`config.mk`:
```
export PLATFORM = sky130hd
export DESIGN_NAME = dmem_bus_ctrl
export DESIGN_NICKNAME = d
export VERILOG_FILES = /design/src/rtl/dmem_bus_ctrl.sv
export SDC_FILE = /design/constraint.sdc
export NUM_CORES = 1
export LEC_CHECK = 0
export ABC_AREA = 1
export BUFFER_PORTS_ARGS = -buffer_cell sky130_fd_sc_hd__buf_2
export CAP_MARGIN = 30
export CORE_ASPECT_RATIO = 1.1
export CORE_MARGIN = 4
export CORE_UTILIZATION = 54
export DETAILED_ROUTE_END_ITERATION = 8
export HOLD_SLACK_MARGIN = 0.15
export MAX_ROUTING_LAYER = met4
export PLACE_DENSITY = 0.87
export SYNTH_ARGS = -nofsm -noshare
export SYNTH_HDL_FRONTEND = slang
export SYNTH_SLANG_ARGS = --single-unit
```
`constraint.sdc`:
```
create_clock -name clk -period 2.9 [get_ports clk]
set_input_delay 0 -clock clk [delete_from_list [all_inputs] [get_ports clk]]
set_output_delay 0 -clock clk [all_outputs]
set_load 0.01 [all_outputs]
```
`src/rtl/dmem_bus_ctrl.sv`:
```
// dmem_bus_ctrl
//   Data-memory bus controller for the MEM stage of a pipelined core.
//   It turns a single load or store request into one handshaked bus
//   transaction, stalls the pipeline while that transaction is pending, and
//   returns aligned, extended load data. Misaligned accesses and bus
//   timeouts finish without completing a transfer and raise a one-cycle
//   fault pulse.
//
//   Ports
//     clk        in   clock, all state changes on the rising edge
//     reset      in   synchronous, active-high
//     MemRead    in   load request from the MEM stage
//     MemWrite   in   store request from the MEM stage
//     addr       in   byte address
//     wr_data    in   store data, lane 0 aligned
//     func3      in   access size/sign (000 B, 001 H, 010 W, 100 BU, 101 HU)
//     stall      out  freezes the pipeline while the access is pending
//     rd_data    out  aligned, extended load result (held between loads)
//     bus_valid  out  bus request valid
//     bus_we     out  1 = write, 0 = read
//     bus_addr   out  word-aligned bus address
//     bus_be     out  byte-lane enables
//     bus_wdata  out  lane-replicated store data
//     bus_ready  in   slave accepts/completes the request this cycle
//     bus_rdata  in   read data
//     fault      out  one-cycle pulse after a misaligned access or timeout
module dmem_bus_ctrl #(
   parameter int DATA_W     = 32,
   parameter int DM_ADDRESS = 9,
   parameter int TO_W       = 8
) (
   input  logic                  clk,
   input  logic                  reset,
   input  logic                  MemRead,
   input  logic                  MemWrite,
   input  logic [DM_ADDRESS-1:0] addr,
   input  logic [DATA_W-1:0]     wr_data,
   input  logic [2:0]            func3,
   output logic                  stall,
   output logic [DATA_W-1:0]     rd_data,
   output logic                  bus_valid,
   output logic                  bus_we,
   output logic [DM_ADDRESS-1:0] bus_addr,
   output logic [3:0]            bus_be,
   output logic [DATA_W-1:0]     bus_wdata,
   input  logic                  bus_ready,
   input  logic [DATA_W-1:0]     bus_rdata,
   output logic                  fault
);

   typedef enum logic [1:0] {IDLE, REQ, DONE} state_t;
   typedef enum logic [1:0] {SZ_B, SZ_H, SZ_W} size_t;

   // Last value the wait counter takes before the timeout fires; the
   // increment on that cycle leaves the counter at all-ones, so the request
   // is presented for (2**TO_W - 1) cycles in total.
   localparam logic [TO_W-1:0] TO_LAST = {{(TO_W-1){1'b1}}, 1'b0};

   state_t                  state_q, state_d;
   logic                    we_q, we_d;
   logic [DM_ADDRESS-1:0]   baddr_q, baddr_d;
   logic [3:0]              be_q, be_d;
   logic [DATA_W-1:0]       wdata_q, wdata_d;
   logic [DATA_W-1:0]       rd_q, rd_d;
   logic                    fault_q, fault_d;
   logic [TO_W-1:0]         to_q, to_d;
   logic [2:0]              f3_q, f3_d;
   logic [1:0]              lane_q, lane_d;

   logic                    one_req;
   size_t                   req_size;
   logic                    misaligned;

   // Loads know the unsigned variants; for stores anything other than
   // B/H is a word access.
   function automatic size_t size_of(input logic is_load, input logic [2:0] f);
      size_t s;
      s = SZ_W;
      if (is_load) begin
         case (f)
            3'b000, 3'b100: s = SZ_B;
            3'b001, 3'b101: s = SZ_H;
            default:        s = SZ_W;
         endcase
      end else begin
         case (f)
            3'b000:  s = SZ_B;
            3'b001:  s = SZ_H;
            default: s = SZ_W;
         endcase
      end
      return s;
   endfunction

   function automatic logic [3:0] lane_mask(input size_t s, input logic [1:0] a);
      logic [3:0] m;
      case (s)
         SZ_B:    m = 4'b0001 << a;
         SZ_H:    m = 4'b0011 << a;
         default: m = 4'b1111;
      endcase
      return m;
   endfunction

   function automatic logic [DATA_W-1:0] replicate(input size_t s,
                                                   input logic [DATA_W-1:0] w);
      logic [DATA_W-1:0] r;
      case (s)
         SZ_B:    r = {(DATA_W/8){w[7:0]}};
         SZ_H:    r = {(DATA_W/16){w[15:0]}};
         default: r = w;
      endcase
      return r;
   endfunction

   // Shift the addressed lane down to bit 0, then extend per func3.
   function automatic logic [DATA_W-1:0] extract(input logic [DATA_W-1:0] d,
                                                 input logic [1:0] a,
                                                 input logic [2:0] f);
      logic [DATA_W-1:0] sh;
      logic [DATA_W-1:0] r;
      sh = d >> {a, 3'b000};
      case (f)
         3'b000:  r = {{(DATA_W-8){sh[7]}}, sh[7:0]};
         3'b100:  r = {{(DATA_W-8){1'b0}}, sh[7:0]};
         3'b001:  r = {{(DATA_W-16){sh[15]}}, sh[15:0]};
         3'b101:  r = {{(DATA_W-16){1'b0}}, sh[15:0]};
         default: r = d;
      endcase
      return r;
   endfunction

   assign one_req    = MemRead ^ MemWrite;
   assign req_size   = size_of(MemRead, func3);
   assign misaligned = ((req_size == SZ_H) && addr[0]) ||
                       ((req_size == SZ_W) && (addr[1:0] != 2'b00));

   always_comb begin
      state_d = state_q;
      we_d    = we_q;
      baddr_d = baddr_q;
      be_d    = be_q;
      wdata_d = wdata_q;
      rd_d    = rd_q;
      fault_d = 1'b0;
      to_d    = to_q;
      f3_d    = f3_q;
      lane_d  = lane_q;
      case (state_q)
         IDLE: begin
            // Both request lines set is a NOP and falls through here.
            if (one_req) begin
               if (misaligned) begin
                  state_d = DONE;
                  fault_d = 1'b1;
                  if (MemRead) rd_d = '0;
               end else begin
                  state_d = REQ;
                  we_d    = MemWrite;
                  baddr_d = {addr[DM_ADDRESS-1:2], 2'b00};
                  be_d    = lane_mask(req_size, addr[1:0]);
                  wdata_d = replicate(req_size, wr_data);
                  f3_d    = func3;
                  lane_d  = addr[1:0];
                  to_d    = '0;
               end
            end
         end
         REQ: begin
            if (bus_ready) begin
               state_d = DONE;
               if (!we_q) rd_d = extract(bus_rdata, lane_q, f3_q);
            end else begin
               to_d = to_q + 1'b1;
               if (to_q == TO_LAST) begin
                  state_d = DONE;
                  fault_d = 1'b1;
                  if (!we_q) rd_d = '0;
               end
            end
         end
         DONE:    state_d = IDLE;
         default: state_d = IDLE;
      endcase
   end

   always_ff @(posedge clk) begin
      if (reset) begin
         state_q <= IDLE;
         we_q    <= 1'b0;
         baddr_q <= '0;
         be_q    <= '0;
         wdata_q <= '0;
         rd_q    <= '0;
         fault_q <= 1'b0;
         to_q    <= '0;
         f3_q    <= '0;
         lane_q  <= '0;
      end else begin
         state_q <= state_d;
         we_q    <= we_d;
         baddr_q <= baddr_d;
         be_q    <= be_d;
         wdata_q <= wdata_d;
         rd_q    <= rd_d;
         fault_q <= fault_d;
         to_q    <= to_d;
         f3_q    <= f3_d;
         lane_q  <= lane_d;
      end
   end

   // The pipeline must be free to move while reset is held.
   assign stall     = !reset && (((state_q == IDLE) && one_req) || (state_q == REQ));
   assign bus_valid = (state_q == REQ);
   assign bus_we    = we_q;
   assign bus_addr  = baddr_q;
   assign bus_be    = be_q;
   assign bus_wdata = wdata_q;
   assign rd_data   = rd_q;
   assign fault     = fault_q;

endmodule
```
==> flow_summary_export.csv, run 1 <==
group,metric,value,unit
outcome,status,"complete, no violations",
worst_setup_path,r2r_start,"state_q[1]$_SDFFE_PP0P_",
detailed_routing,routed_via_density,5.86,
clock_network,clock_latency,0.37,ns
clock_network,clockRootBuffer,"clkbuf_8",
sta,relSlewSlack,0.474,
worst_setup_path,crit_top_cell,"dlygate4sd3_1",
worst_setup_path,arrival,3.11,ns
global_routing,grt_overflow,0,
power_and_ir_drop,power,3.26,mW
worst_setup_path,cp_slowest_stage_delay,0.63,ns
sta,fin_crit,2.80,ns
sta,maxSlewViolCount,0,
sta,min_period_over_period,0.965,
yosys,yosys_warnings,0,
floorplan,die_h,105,um
job,maxCapViolCount,0,
layout,final_cell_mix,"buf_2 (159), nand2_1 (154), o21ai_0 (97), dlygate4sd3_1 (97), dfxtp_1 (92)",
power_and_ir_drop,cellLeakagePower,3.22,nW
yosys,syn_area,0.00461,mm2
min_path,hold_depth,5,
layout,final_cells,1043,
min_path,min_from,"bus_rdata[15]",
detailed_routing,vias,6114,
yosys,synth_area_leader_cell,"dfxtp_1",
detailed_routing,drt_first_iter_violations,486,
global_routing,met2_usage,0.667,
worst_setup_path,endpoint_kind,"register",
power_and_ir_drop,irDropWorstVdd,371,uV
detailed_routing,ant_nets,0,
sta,setup_viol,0,
clock_network,htreeDepth,3,
worst_setup_path,cp_max_fo,35,
sta,worst_clock_skew,0.0137,ns
global_routing,grt_max_degree,40,
layout,final_nets,1010,
worst_setup_path,r2r_end,"bus_wdata[9]$_SDFFE_PP0P_",
layout,drive_above_1_share,0.208,
clock_network,numCtsBuffers,9,
placement,place.gp.congestion,0.939,
sta,holdWs,0.165,ns
power_and_ir_drop,power_density,496,mW/mm2
worst_setup_path,worst-r2r-cell-count,7,
global_routing,grt_util_met1,0.414,
clock_network,path_clk_slew,0.11,ns
global_routing,antenna_found_initial,0,
floorplan,core.rowCount,35,
clock_network,cts_tree,"built",
sta,rsz0062_at_grt,"yes",
yosys,synthTopCellsByArea,"dfxtp_1 (40%), nand2_1 (13%), o21ai_0 (11%)",
worst_setup_path,required,3.22,ns
sta,fin_ws,0.102,ns
clock_network,clkSinkCount,92,
placement,place_hpwl,10.6,mm
yosys,ys_types,29,
detailed_routing,drt-total-wl,19.7,mm
sta,fmax,0.357,GHz
floorplan,start_util,0.551,
global_routing,grt_use_total,0.402,
worst_setup_path,crit_chain,"dlygate4sd3_1 -> buf_2 -> inv_1 -> nand2_4 -> nand2_1 -> nand3_2 -> nor2_4 -> buf_4 -> o21ai_0 -> a31oi_1 -> dlygate4sd3_1",
global_routing,grt_pass1_wl,30.6,mm
placement,place_inst,929,
yosys,postSynthAreaPerCell,6.64,um2
sta,finalHoldViolations,0,
min_path,hold_end,"rd_data[15]$_SDFFE_PP0P_",
placement,port_buffers,159,
layout,final_common_cell,"buf_2",
yosys,ys_ff_latch,92,
sta,fin_setup_tns,0,ns
yosys,synth_top_area_share,0.400,
worst_setup_path,path_class,"in2reg",
placement,place_ws,0.763,ns
floorplan,core-area,0.00836,mm2
clock_network,cts_resized,0,
yosys,syn_inst,694,
detailed_routing,routedWlPerCell,18.9,um
yosys,yosysSeqAreaShare,0.400,
detailed_routing,drc,0,
layout,area_growth,42.7,%
layout,n_fill_cell,587,
floorplan,io_pins,162,
global_routing,grt_pass1_vias,6150,
floorplan,die_w,96.1,um
clock_network,cts.path.max_buffers,2,
min_path,min_path_type,"in2reg",
worst_setup_path,r2r_setup_slack,0.25,ns
worst_setup_path,slowest_stage,"dlygate4sd3_1",
floorplan,dieArea,0.0101,mm2
sta,worstMarginPinSlew,0.788,ns
detailed_routing,drtPass1Iterations,5,
worst_setup_path,startpoint_type,"input port",
global_routing,grt_util_met3,0.0922,
global_routing,busiest_layer,"met2",
[how the worst max path moves through the flow]
| stage | from | end | slack, ns | depth (start not counted) |
|---|---|---|---|---|
| finish | func3[1] | bus_wdata[9]$_SDFFE_PP0P_ | 0.10 | 11 |
| global placement | lane_q[1]$_SDFFE_PP0P_ | rd_data[23]$_SDFFE_PP0P_ | 0.88 | 9 |
| global route | func3[1] | bus_wdata[9]$_SDFFE_PP0P_ | -0.008 | 11 |
| detailed placement | lane_q[1]$_SDFFE_PP0P_ | rd_data[17]$_SDFFE_PP0P_ | 0.76 | 9 |
| floorplan | f3_q[1]$_SDFFE_PP0P_ | rd_data[22]$_SDFFE_PP0P_ | 1.42 | 11 |
| CTS | func3[1] | bus_wdata[13]$_SDFFE_PP0P_ | 0.34 | 11 |
[synth_stat cells]
| cell type | number |
|---|---|
| nand2_1 | 154 |
| o21ai_0 | 97 |
| dfxtp_1 | 92 |
| a21oi_1 | 68 |
| inv_1 | 67 |
| nor2_1 | 59 |
| nand3_1 | 57 |
| clkbuf_1 | 29 |
| a31oi_1 | 20 |
| o211ai_1 | 8 |
| buf_2 | 7 |
| buf_4 | 5 |
| xnor2_1 | 5 |
| inv_2 | 3 |
| nand4_1 | 3 |
| buf_1 | 2 |
| buf_6 | 2 |
| ha_1 | 2 |
| nand2_2 | 2 |
| nand3_2 | 2 |
| nor2_4 | 2 |
| clkinv_1 | 1 |
| conb_1 | 1 |
| nand2_4 | 1 |
| nor2_2 | 1 |
| nor3_1 | 1 |
| o211a_1 | 1 |
| o21ai_1 | 1 |
| xor2_1 | 1 |
[timing repair]
action,4_1_cts,5_1_grt
endpoints found under the hold margin,81,0
hold buffers,97,0
buffers inserted,0,0
endpoints found under the setup margin,0,5
[critical path: cells and delay by family]
family          cells  cell delay (ns)
buf+inv             5             1.82
compound gates      2             0.39
simple gates        4             0.89
[sequential cells by signal (all words and copies together) (netlist names)]
signal     flops
rd_data       32
state_q        2
bus_we         1
fault          1
bus_addr       7
bus_wdata     32
bus_be         4
to_q           8
lane_q         2
f3_q           3
[metal layers]
layer  wire (um)  vias up
met5           0        -
met4        1500        0
met3        1920      149
met2        9510      481
met1        6750     2742
li1            -     2742
[logic make-up after synthesis]
| kind of cell | after synthesis | synth area share |
|---|---|---|
| simple gates | 282 | 0.256 |
| flops | 92 | 0.400 |
| fa+ha+maj | 2 | 0.00543 |
| buf+inv | 116 | 0.104 |
| xor+xnor | 6 | 0.0114 |
| compound gates | 195 | 0.223 |
| other cells | 1 | 0.000814 |
[report_power, final]
part,internal (mW),switching (mW)
registers,1.35,0.0717
clock network,0.417,0.482
logic,0.357,0.580
total,2.13,1.13
[cell type report]
type,instances,area (um2),area share
well taps,111,139,0.0211
diodes,1,2.50,0.000381
flip-flops and latches,92,1840,0.280
clock buffers,11,141,0.0215
inverters,71,267,0.0405
repair buffers,265,1830,0.279
clock inverters,4,50.0,0.00761
multi-input cells,488,2300,0.350
[per-stage QoR]
step	util	instance area (um2)
4_1_cts	0.785	6570
6_report	0.786	6570
3_5_place_dp	0.646	5400
2_1_floorplan	-	4610
3_3_place_gp	0.646	5400
5_1_grt	0.786	6570
No activity file was read; power rests on OpenSTA's default activity.
==> run 2, diff against run 1 <==
--- a/config.mk
+++ b/config.mk
@@ -10,11 +10,12 @@
 export CAP_MARGIN = 30
 export CORE_ASPECT_RATIO = 1.1
 export CORE_MARGIN = 4
-export CORE_UTILIZATION = 54
+export CORE_UTILIZATION = 40
 export DETAILED_ROUTE_END_ITERATION = 8
 export HOLD_SLACK_MARGIN = 0.15
 export MAX_ROUTING_LAYER = met4
-export PLACE_DENSITY = 0.87
+export PLACE_DENSITY = 0.67
+export SETUP_SLACK_MARGIN = 0.02
 export SYNTH_ARGS = -nofsm -noshare
 export SYNTH_HDL_FRONTEND = slang
 export SYNTH_SLANG_ARGS = --single-unit
==> run 2 against run 1 <==
Effect of this change:
- sequential power barely moved
- worst hold slack worse by 0.010 ns
- global-route usage shrank 14 points
- critical path type unchanged
- total power is 8.2% higher
==> flow_summary_export.csv, run 2 (synthesis gave the netlist of run 1 again) <==
group,metric,value,unit
sta,rsz0062_at_grt,"no",
worst_setup_path,path_class,"in2reg",
sta,finalHoldViolations,0,
clock_network,clockRootBuffer,"clkbuf_16",
global_routing,antenna_found_initial,0,
worst_setup_path,worst-r2r-cell-count,7,
worst_setup_path,arrival,2.89,ns
placement,place.gp.congestion,0.959,
placement,port_buffers,159,
layout,insertedDiodeCount,0,
clock_network,cts_tree,"built",
layout,drive_above_1_share,0.208,
detailed_routing,drtPass1Iterations,5,
layout,final_nets,1003,
power_and_ir_drop,p_switching,1.10,mW
layout,final_cell_mix,"buf_2 (159), nand2_1 (154), o21ai_0 (97), dfxtp_1 (92), dlygate4sd3_1 (92)",
power_and_ir_drop,clockPowerShare,0.346,
power_and_ir_drop,p_int,2.43,mW
sta,relSlewSlack,0.503,
worst_setup_path,endpoint_kind,"register",
global_routing,grt_max_degree,52,
detailed_routing,routed_via_density,5.28,
outcome,status,"complete, no violations",
layout,final_common_cell,"buf_2",
placement,place_hpwl,11.0,mm
floorplan,start_util,0.415,
floorplan,die_w,110,um
sta,min_period_over_period,0.898,
clock_network,clkSinkCount,92,
sta,holdWs,0.154,ns
clock_network,numCtsBuffers,9,
clock_network,cts.path.max_buffers,2,
sta,worstMarginPinSlew,0.744,ns
worst_setup_path,required,3.19,ns
floorplan,io_pins,162,
power_and_ir_drop,cellLeakagePower,3.26,nW
power_and_ir_drop,power_frac_seq,0.400,
sta,fin_setup_tns,0,ns
floorplan,core.rowCount,40,
detailed_routing,routedWlPerCell,15.8,um
min_path,hold_depth,7,
global_routing,grt_overflow,0,
worst_setup_path,cp_max_fo,51,
power_and_ir_drop,combPwrFrac,0.254,
global_routing,grt_pass1_wl,27.0,mm
detailed_routing,drt_first_iter_violations,456,
sta,fmax,0.384,GHz
detailed_routing,drc,0,
job,maxCapViolCount,0,
layout,area_growth,44.9,%
floorplan,core-area,0.0111,mm2
detailed_routing,drt-total-wl,16.9,mm
worst_setup_path,startpoint_type,"input port",
sta,worst_clock_skew,0.00927,ns
power_and_ir_drop,switching_share,0.312,
power_and_ir_drop,power_density,528,mW/mm2
global_routing,grt_use_total,0.262,
sta,fin_crit,2.60,ns
sta,maxSlewViolCount,0,
clock_network,cts_setup_buffers,0,
clock_network,path_clk_slew,0.07,ns
clock_network,htreeDepth,3,
sta,setup_viol,0,
floorplan,die_h,121,um
clock_network,cts_resized,0,
min_path,min_path_type,"in2reg",
detailed_routing,ant_nets,0,
global_routing,grt_pass1_vias,5658,
floorplan,dieArea,0.0133,mm2
detailed_routing,vias,5661,
power_and_ir_drop,irDropWorstVdd,333,uV
clock_network,clock_latency,0.35,ns
==> run 2: cell count changes in the layout (fill, tap and decap cells not counted), moves of 2 or more <==
cell / previous run / this run
buf_4: 9 / 6
clkbuf_16: 0 / 9
clkbuf_8: 10 / 2
clkinvlp_4: 2 / 0
dlygate4sd3_1: 97 / 92
==> run 2: stage by stage <==
step	area [um2]	setup slack, ns	utilization	std cells	total power, mW
floorplan	4610	1.42	-	695	1.94
global placement	5450	0.738	0.490	963	2.18
detailed placement	5450	0.672	0.490	963	2.19
CTS	6670	0.292	0.600	1071	3.52
global route	6680	0.141	0.601	1072	3.70
finish	6680	0.296	0.601	1072	3.53
==> run 2: layout make-up <==
cell class | instances | area, um2
flip-flops and latches | 92 | 1840
clock buffers | 13 | 260
clock inverters | 3 | 43.8
inverters | 71 | 267
fillers | 1038 | 4430
well taps | 147 | 184
repair buffers | 258 | 1780
multi-input cells | 488 | 2300
==> run 2: power groups by stage <==
| stage | Sequential (mW) | Combinational (mW) | Clock, mW |
|---|---|---|---|
| after floorplan | 1.46 | 0.475 | 0 |
| after global placement | 1.43 | 0.751 | 0 |
| after detailed placement | 1.43 | 0.760 | 0 |
| after CTS | 1.41 | 0.875 | 1.24 |
| after global routing | 1.42 | 1.00 | 1.28 |
| final | 1.41 | 0.897 | 1.22 |
==> run 2: timing repair <==
action	in CTS	in global routing
hold buffers	92	0
hold endpoints to repair	72	0
endpoints found under the setup margin	0	2
==> run 2: worst max-delay path, cell delays in order <==
cell and delay, ns:
dlygate4sd3_1 0.55, buf_2 0.12, inv_1 0.14, nand2_4 0.21, nand2_1 0.15, nand3_2 0.17
nor2_4 0.40, buf_12 0.27, o21ai_0 0.10, a31oi_1 0.18, dlygate4sd3_1 0.58
==> run 2: worst paths after layout <==
path / from / to / slack [ns]
hold reg to reg: rd_data[13]$_SDFFE_PP0P_ / rd_data[13]$_SDFFE_PP0P_ / 0.46
setup reg to reg: state_q[0]$_SDFFE_PP0P_ / bus_wdata[16]$_SDFFE_PP0P_ / 0.45
setup / recovery: func3[1] / bus_wdata[16]$_SDFFE_PP0P_ / 0.30
hold / removal: bus_rdata[26] / rd_data[26]$_SDFFE_PP0P_ / 0.15
==> run 2: layer usage <==
layer	global-route usage	routed length (um)	vias up
met3	0.0475	1380	57
met1	0.303	6730	2581
met4	0.107	597	0
li1	-	-	2730
met5	-	0	-
met2	0.444	8210	293
